## src/rtl/ff_word_serializer_if.sv

```systemverilog
// Handshake and serial-output bundle for ff_word_serializer.
// The slave modport is the serializer's view; master is the word source and serial sink.
interface ff_word_serializer_if #(
    parameter int WIDTH = 32
);
    logic             in_valid;
    logic             in_ready;
    logic [WIDTH-1:0] in_data;
    logic             sout;
    logic             sout_valid;
    logic             sout_first;
    logic             sout_last;
    logic             busy;

    modport master (
        output in_valid,
        output in_data,
        input  in_ready,
        input  sout,
        input  sout_valid,
        input  sout_first,
        input  sout_last,
        input  busy
    );

    modport slave (
        input  in_valid,
        input  in_data,
        output in_ready,
        output sout,
        output sout_valid,
        output sout_first,
        output sout_last,
        output busy
    );
endinterface

```

## src/rtl/ff_word_serializer.sv

```systemverilog
// MSB-first bit-serial transmitter with valid/ready word intake and first/last strobes.
// Define FF_WORD_SERIALIZER_PARITY_EN to append an even-parity bit to every frame.
module ff_word_serializer #(
    parameter int WIDTH = 32
) (
    input  logic                 clk,
    input  logic                 rst,
    ff_word_serializer_if.slave  bus
);
    localparam int              CNT_W    = (WIDTH > 2) ? $clog2(WIDTH) : 1;
    localparam logic [CNT_W-1:0] CNT_LAST = CNT_W'(WIDTH - 1);

`ifdef FF_WORD_SERIALIZER_PARITY_EN
    typedef enum logic [1:0] {S_IDLE, S_SHIFT, S_PARITY} state_t;
`else
    typedef enum logic [0:0] {S_IDLE, S_SHIFT} state_t;
`endif

    function automatic logic f_parity(input logic [WIDTH-1:0] d);
        return ^d;
    endfunction

    state_t           r_state;
    logic [WIDTH-1:0] r_sreg;
    logic [CNT_W-1:0] r_cnt;
    logic             r_sout;
    logic             r_sout_valid;
    logic             r_sout_first;
    logic             r_sout_last;
    logic             r_busy;

    state_t           w_state_nxt;
    logic [WIDTH-1:0] w_sreg_nxt;
    logic [CNT_W-1:0] w_cnt_nxt;
    logic             w_ready;
    logic             w_last_bit;
    logic             w_sout_nxt;
    logic             w_first_nxt;
    logic             w_last_nxt;

`ifdef FF_WORD_SERIALIZER_PARITY_EN
    logic             r_par;
    logic             w_par_nxt;
`endif

    always_comb begin
        w_ready     = 1'b0;
        w_state_nxt = r_state;
        w_sreg_nxt  = r_sreg;
        w_cnt_nxt   = r_cnt;
        w_last_bit  = (r_cnt == CNT_LAST);
`ifdef FF_WORD_SERIALIZER_PARITY_EN
        w_par_nxt   = r_par;
`endif
        case (r_state)
            S_IDLE: begin
                w_ready = 1'b1;
            end
            S_SHIFT: begin
                w_sreg_nxt = {r_sreg[WIDTH-2:0], 1'b0};
                w_cnt_nxt  = r_cnt + CNT_W'(1);
                if (w_last_bit) begin
                    w_cnt_nxt = '0;
`ifdef FF_WORD_SERIALIZER_PARITY_EN
                    w_state_nxt = S_PARITY;
`else
                    // Opening the intake on the last data bit makes frames gapless.
                    w_ready     = 1'b1;
                    w_state_nxt = S_IDLE;
`endif
                end
            end
`ifdef FF_WORD_SERIALIZER_PARITY_EN
            S_PARITY: begin
                w_ready     = 1'b1;
                w_state_nxt = S_IDLE;
            end
`endif
            default: begin
                w_state_nxt = S_IDLE;
            end
        endcase

        if (w_ready && bus.in_valid) begin
            w_state_nxt = S_SHIFT;
            w_sreg_nxt  = bus.in_data;
            w_cnt_nxt   = '0;
`ifdef FF_WORD_SERIALIZER_PARITY_EN
            w_par_nxt   = f_parity(bus.in_data);
`endif
        end
    end

    // Output strobes are decoded from next state so they leave the block as flops.
    always_comb begin
        w_sout_nxt  = (w_state_nxt == S_SHIFT) ? w_sreg_nxt[WIDTH-1] : 1'b0;
        w_first_nxt = (w_state_nxt == S_SHIFT) && (w_cnt_nxt == '0);
`ifdef FF_WORD_SERIALIZER_PARITY_EN
        if (w_state_nxt == S_PARITY) begin
            w_sout_nxt = w_par_nxt;
        end
        w_last_nxt  = (w_state_nxt == S_PARITY);
`else
        w_last_nxt  = (w_state_nxt == S_SHIFT) && (w_cnt_nxt == CNT_LAST);
`endif
    end

    always_ff @(posedge clk or posedge rst) begin
        if (rst) begin
            r_state      <= S_IDLE;
            r_sreg       <= '0;
            r_cnt        <= '0;
            r_sout       <= 1'b0;
            r_sout_valid <= 1'b0;
            r_sout_first <= 1'b0;
            r_sout_last  <= 1'b0;
            r_busy       <= 1'b0;
        end else begin
            r_state      <= w_state_nxt;
            r_sreg       <= w_sreg_nxt;
            r_cnt        <= w_cnt_nxt;
            r_sout       <= w_sout_nxt;
            r_sout_valid <= (w_state_nxt != S_IDLE);
            r_sout_first <= w_first_nxt;
            r_sout_last  <= w_last_nxt;
            r_busy       <= (w_state_nxt != S_IDLE);
        end
    end

`ifdef FF_WORD_SERIALIZER_PARITY_EN
    always_ff @(posedge clk or posedge rst) begin
        if (rst) begin
            r_par <= 1'b0;
        end else begin
            r_par <= w_par_nxt;
        end
    end
`endif

    assign bus.in_ready   = w_ready;
    assign bus.sout       = r_sout;
    assign bus.sout_valid = r_sout_valid;
    assign bus.sout_first = r_sout_first;
    assign bus.sout_last  = r_sout_last;
    assign bus.busy       = r_busy;
endmodule

```

## src/flat_wrapper.sv

```systemverilog
// flat-port wrapper written by rule: the top's interface ports become plain ports
module ff_word_serializer_flat 
#(
    parameter int WIDTH = 32
)
  (clk, rst, bus_in_valid, bus_in_data, bus_in_ready, bus_sout, bus_sout_valid, bus_sout_first, bus_sout_last, bus_busy);
  ff_word_serializer_if #(.WIDTH(WIDTH)) bus_i ();
  input  logic clk;
  input  logic rst;
  input wire logic [$bits(bus_i.in_valid)-1:0] bus_in_valid;
  input wire logic [$bits(bus_i.in_data)-1:0] bus_in_data;
  output wire logic [$bits(bus_i.in_ready)-1:0] bus_in_ready;
  output wire logic [$bits(bus_i.sout)-1:0] bus_sout;
  output wire logic [$bits(bus_i.sout_valid)-1:0] bus_sout_valid;
  output wire logic [$bits(bus_i.sout_first)-1:0] bus_sout_first;
  output wire logic [$bits(bus_i.sout_last)-1:0] bus_sout_last;
  output wire logic [$bits(bus_i.busy)-1:0] bus_busy;
  assign bus_i.in_valid = bus_in_valid;
  assign bus_i.in_data = bus_in_data;
  assign bus_in_ready = bus_i.in_ready;
  assign bus_sout = bus_i.sout;
  assign bus_sout_valid = bus_i.sout_valid;
  assign bus_sout_first = bus_i.sout_first;
  assign bus_sout_last = bus_i.sout_last;
  assign bus_busy = bus_i.busy;
  ff_word_serializer #(.WIDTH(WIDTH)) u_core (.clk(clk), .rst(rst), .bus(bus_i));
endmodule
```

## config.mk

```make
export PLATFORM = sky130hd
export DESIGN_NAME = ff_word_serializer_flat
export DESIGN_NICKNAME = d
export VERILOG_FILES = /design/src/rtl/ff_word_serializer_if.sv /design/src/rtl/ff_word_serializer.sv /design/src/flat_wrapper.sv
export SDC_FILE = /design/constraint.sdc
export NUM_CORES = 1
export LEC_CHECK = 0
export ABC_AREA = 1
export CORE_UTILIZATION = 40
export DETAILED_ROUTE_END_ITERATION = 8
export PLACE_DENSITY = 0.67
export SYNTH_ARGS = -nofsm -noshare
export SYNTH_HDL_FRONTEND = slang
export SYNTH_SLANG_ARGS = --single-unit
```

## constraint.sdc

```tcl
create_clock -name clk -period 1.45 [get_ports clk]
set_input_delay 0.2175 -clock clk [delete_from_list [all_inputs] [get_ports clk]]
set_output_delay 0.2175 -clock clk [all_outputs]
set_load 0.01 [all_outputs]
```

# Word-level counts from Yosys, hierarchy flattened
# Index checks and enable logic that the tools add are counted.
# W data, S select, Z words.
word_totals:
  wordCells: 27
  ff_bits: 41
op_classes:
  reduce_logical: 5
  n_eq_ne: 2
  mux: 11
  n_bitwise: 1
  n_addsub: 1
op_table:
  columns: ["operator", "count"]
  rows:
  - ["$mux W32", 2]
  - ["$mux W5", 3]
  - ["$eq A5 B5 Y1 const B", 2]
  - ["$add A5 B1 Y5 const B", 1]
  - ["$logic_not A5 Y1", 1]
  - ["$mux W1", 5]
  - ["$logic_and A1 B1 Y1", 3]
  - ["$pmux W1 S2", 1]
  - ["$reduce_bool A2 Y1", 1]
  - ["$not A1 Y1", 1]

# Logic depth before layout (Yosys ltp)
# Gate-level depths: netlist of the first run.
logic_depth:
  word_depth: 7
  mapped_depth: 12
  depth_no_buf: 12

# Worst setup path after synthesis of the first run
# Ideal clock, no wire load.
synth_timing:
  path_type: "register to register"
  from: "reg u_core.r_cnt[0]"
  to: "reg u_core.r_sreg[10]"
  n_path_buf: 1
  setup_time_ps: 125
  slack_ps: -196
  arrival_time_ps: 1521
  stages_incl_launch_ff: 12
  t_required_ps: 1325
  path_cell_list: "dfrtp_1 ha_1 nand2_1 nor2_1 ha_1 inv_1 nand2_4 nand2_2 inv_2 buf_4 nand2_1 nand3_1"
synth_between:
  elab_chain_cells: 5
synth_rtl:
  columns: ["element", "line", "source"]
  rows:
  - ["from (decl)", "ff_word_serializer.sv:25", "logic [CNT_W-1:0] r_cnt;"]
  - ["from (signal assigned)", "ff_word_serializer.sv:121", "r_cnt <= w_cnt_nxt;"]
  - ["$eq A5 B5 Y1 (*)", "ff_word_serializer.sv:51", "w_last_bit = (r_cnt == CNT_LAST);"]
  - ["$mux W1 (*)", "ff_word_serializer.sv:62", "if (w_last_bit) begin"]
  - ["$pmux W1 S2 (*)", "ff_word_serializer.sv:55", "case (r_state)"]
  - ["via bus_in_ready", "flat_wrapper.sv:12", "output wire logic [$bits(bus_i.in_ready)-1:0] bus_in_ready;"]
  - ["$logic_and A1 B1 Y1 (*)", "ff_word_serializer.sv:84", "if (w_ready && bus.in_valid) begin"]
  - ["$mux W32 or $reduce_bool A2 Y1 (tied branches)", null, null]
  - ["to (signal assigned)", "ff_word_serializer.sv:120", "r_sreg <= w_sreg_nxt;"]
  - ["to (decl)", "ff_word_serializer.sv:24", "logic [WIDTH-1:0] r_sreg;"]
# The timed path passes the listed nets; every way through them passes the cells marked *.
# A chain may end at the register's enable or synchronous reset.

# Final worst setup path of the first run
layout_timing:
  from: "reg u_core.r_cnt[1]"
  to: "out bus_in_ready"
layout_between:
  elab_chain_cells: 3
layout_rtl:
  columns: ["element", "line"]
  rows:
  - ["$eq A5 B5 Y1", "ff_word_serializer.sv:51"]
  - ["$mux W1", "ff_word_serializer.sv:62"]
  - ["$pmux W1 S2", "ff_word_serializer.sv:55"]
  - ["to (decl)", "flat_wrapper.sv:12"]
# Every way passes these cells.

==> qor.txt, run 1 <==
Initial Utilization - 41.6%
minimum clock period - 1.70 ns
residual DRC count - 0
Slew @ Worst Pin - 0.345 ns
Slew HR - 77.0%
commonest non-fill, non-tap cell in the layout - nand3_1
Rows - 25
via count - 1851
# IOs - 41
Post-DP Area - 2520 um2
Worst Path Max Fanout - 3
CTS tree - yes
Die X - 72.3 um
Yosys reg bits - 41
Ys Warns - 0
Final Skew - 0.00782 ns
die height - 72.3 um
Yosys cell types - 18
failing checks - negative setup slack
largest net degree at the start of global routing - 42
clock buffer depth - 2
max-cap check violation count - 0
Final GP Congestion - 0.776
H-tree depth - 2
post-synthesis sequential area ratio - 51.9%
antenna violations before repair - 0
Slew Limit Fails - 0
Sink Count - 41
post-synthesis cell area - 1980 um2
nets - 330
Worst Hold Class - in2async
Total Die Area - 5230 um2
finished layout cell area - 2810 um2
CP Class - reg2out
fmax - 0.589 GHz
Total Routing Usage GR - 18.4%
syn_area_per_cell - 8.17 um2
DRT iter0 DRCs - 150
total core area - 4750 um2
first drt pass iteration count - 4
wire length per cell - 13.1 um
Critical Path RT - 1.23 ns
vias in the first global route - 1615
post-route ant nets - 0
routed wire length - 4710 um
Area Overhead vs Synth - 42.2%
RSZ-0062 raised after global routing - yes
first-pass GRT wire length - 7330 um
gr ovfl total - 0
# hold bufs at CTS - 0
worst skew pair latency - 0.30 ns
CTS clk-pin slew, worst paths - 0.08 ns
Root Driver - clkbuf_8
most frequent cells in the layout - nand3_1, nand2_1, dfrtp_1
CTS buffer count - 5
# diodes - 0
setup TNS - -6.13 ns
DP Wirelength - 2910 um
status - complete, but fails checks
worst path arrival time - 1.48 ns
worst setup margin - -0.248 ns
pwr/cell area - 1620 nW/um2
Synth Net Count - 279
layout cell share with drive strength beyond 1 - 20.7%
fin crit share - 117%
Reg2Reg Setup Slack - -0.23 ns
WHS - 0.274 ns
Via density - 5.13
CP endpoint kind - output pin
Leak - 1.35 nW
maximum vdd drop - 0.733 mV
Syn Inst Count - 242
final setup vio count - 40
Final Hold Viols - 0
I/O Buffers - 40
Startpoint Class - flip-flop
==> where the power goes <==
part           internal [mW]  total, mW  switching [mW]  leakage [nW]
clock network          0.561      0.958           0.397        0.0585
registers               1.56       1.80           0.240         0.538
logic                  0.853       1.79           0.937         0.757
total                   2.98       4.55            1.57          1.35
==> cell usage after synthesis <==
cell	count	area share [%]
buf_6	1	0.57
nand3_1	96	24
nand4_1	1	0.32
buf_4	5	1.9
a21oi_1	4	1.0
o21ai_0	1	0.25
o21ai_1	1	0.25
inv_2	3	0.57
nand2_1	55	10
ha_1	2	1.3
clkinv_1	1	0.19
inv_1	9	1.7
nor2_1	6	1.1
nand2_2	3	0.95
buf_2	6	1.5
dfrtp_1	41	52
clkbuf_1	6	1.1
nand2_4	1	0.57
==> routing by layer <==
| layer | wire length [um] | track usage [%] | share of wire (%) | vias up |
|---|---|---|---|---|
| li1 | - | - | - | 910 |
| met2 | 2310 | 28.6 | 49 | 50 |
| met1 | 2150 | 25.3 | 46 | 884 |
| met3 | 193 | 3.75 | 4.1 | 7 |
| met4 | 63 | 7.19 | 1.3 | 0 |
| met5 | 0 | 0 | 0 | - |
==> state kept, by name, summed over array words and instances (netlist names) <==
register and flops:
u_core.bus.sout_first 1, u_core.bus.sout_last 1, u_core.r_cnt 5, u_core.bus.sout 1, u_core.r_sreg 32, u_core.r_state 1
==> what timing repair did <==
action	CTS	global route
gates resized for setup	17	25
buffers inserted	2	3
endpoints found under the setup margin	42	43
pin swaps	4	6
==> per-stage QoR <==
step	instances	power [mW]	setup slack (ns)	utilization, %
2_1_floorplan	242	2.78	-0.0719	-
3_3_place_gp	349	3.29	-0.262	53.0
3_5_place_dp	349	3.34	-0.308	53.0
4_1_cts	359	4.39	-0.203	56.5
5_1_grt	361	4.85	-0.297	59.1
6_report	361	4.55	-0.248	59.1
==> cell families after synthesis <==
group	after synthesis	share of synthesized area (%)
AOI/OAI and AO/OA	6	1.52
buffers and inverters	31	7.59
adders and majority gates	2	1.27
DFF	41	51.9
and+or+nand+nor	162	37.7
==> worst max-delay path, cell delays in order (launching register included) <==
cell	delay [ns]
dfrtp_1	0.40
ha_2	0.21
nand2_2	0.07
nor2_2	0.04
ha_2	0.19
inv_2	0.07
nand2_4	0.08
buf_6	0.13
==> final cells by class <==
type                    count  area (um2)
fillers                   425        1940
flip-flops and latches     41        1030
multi-input cells         170         915
repair buffers             62         607
clock buffers               7        86.3
well taps                  67        83.8
inverters                  13        61.3
clock inverters             1        30.0
==> final timing paths <==
check / to / start / depth (start not counted)
min: u_core.r_sreg[24] / rst / 3
max: bus_in_ready / u_core.r_cnt[1] / 7
max in group asynchronous: u_core.r_state / rst / 3
max reg2reg: u_core.bus.sout_last / u_core.r_cnt[1] / 12
min reg2reg: u_core.r_sreg[16] / u_core.r_sreg[15] / 2
min in group clk: u_core.r_sreg[0] / bus_in_data[0] / 3
No activity file was read; power rests on OpenSTA's default activity.
==> inputs of run 2 (changes only) <==
- SLEW_MARGIN: unset -> 20
==> results of run 2 <==
Final layout, timing and power as in run 1 (identical DEF).
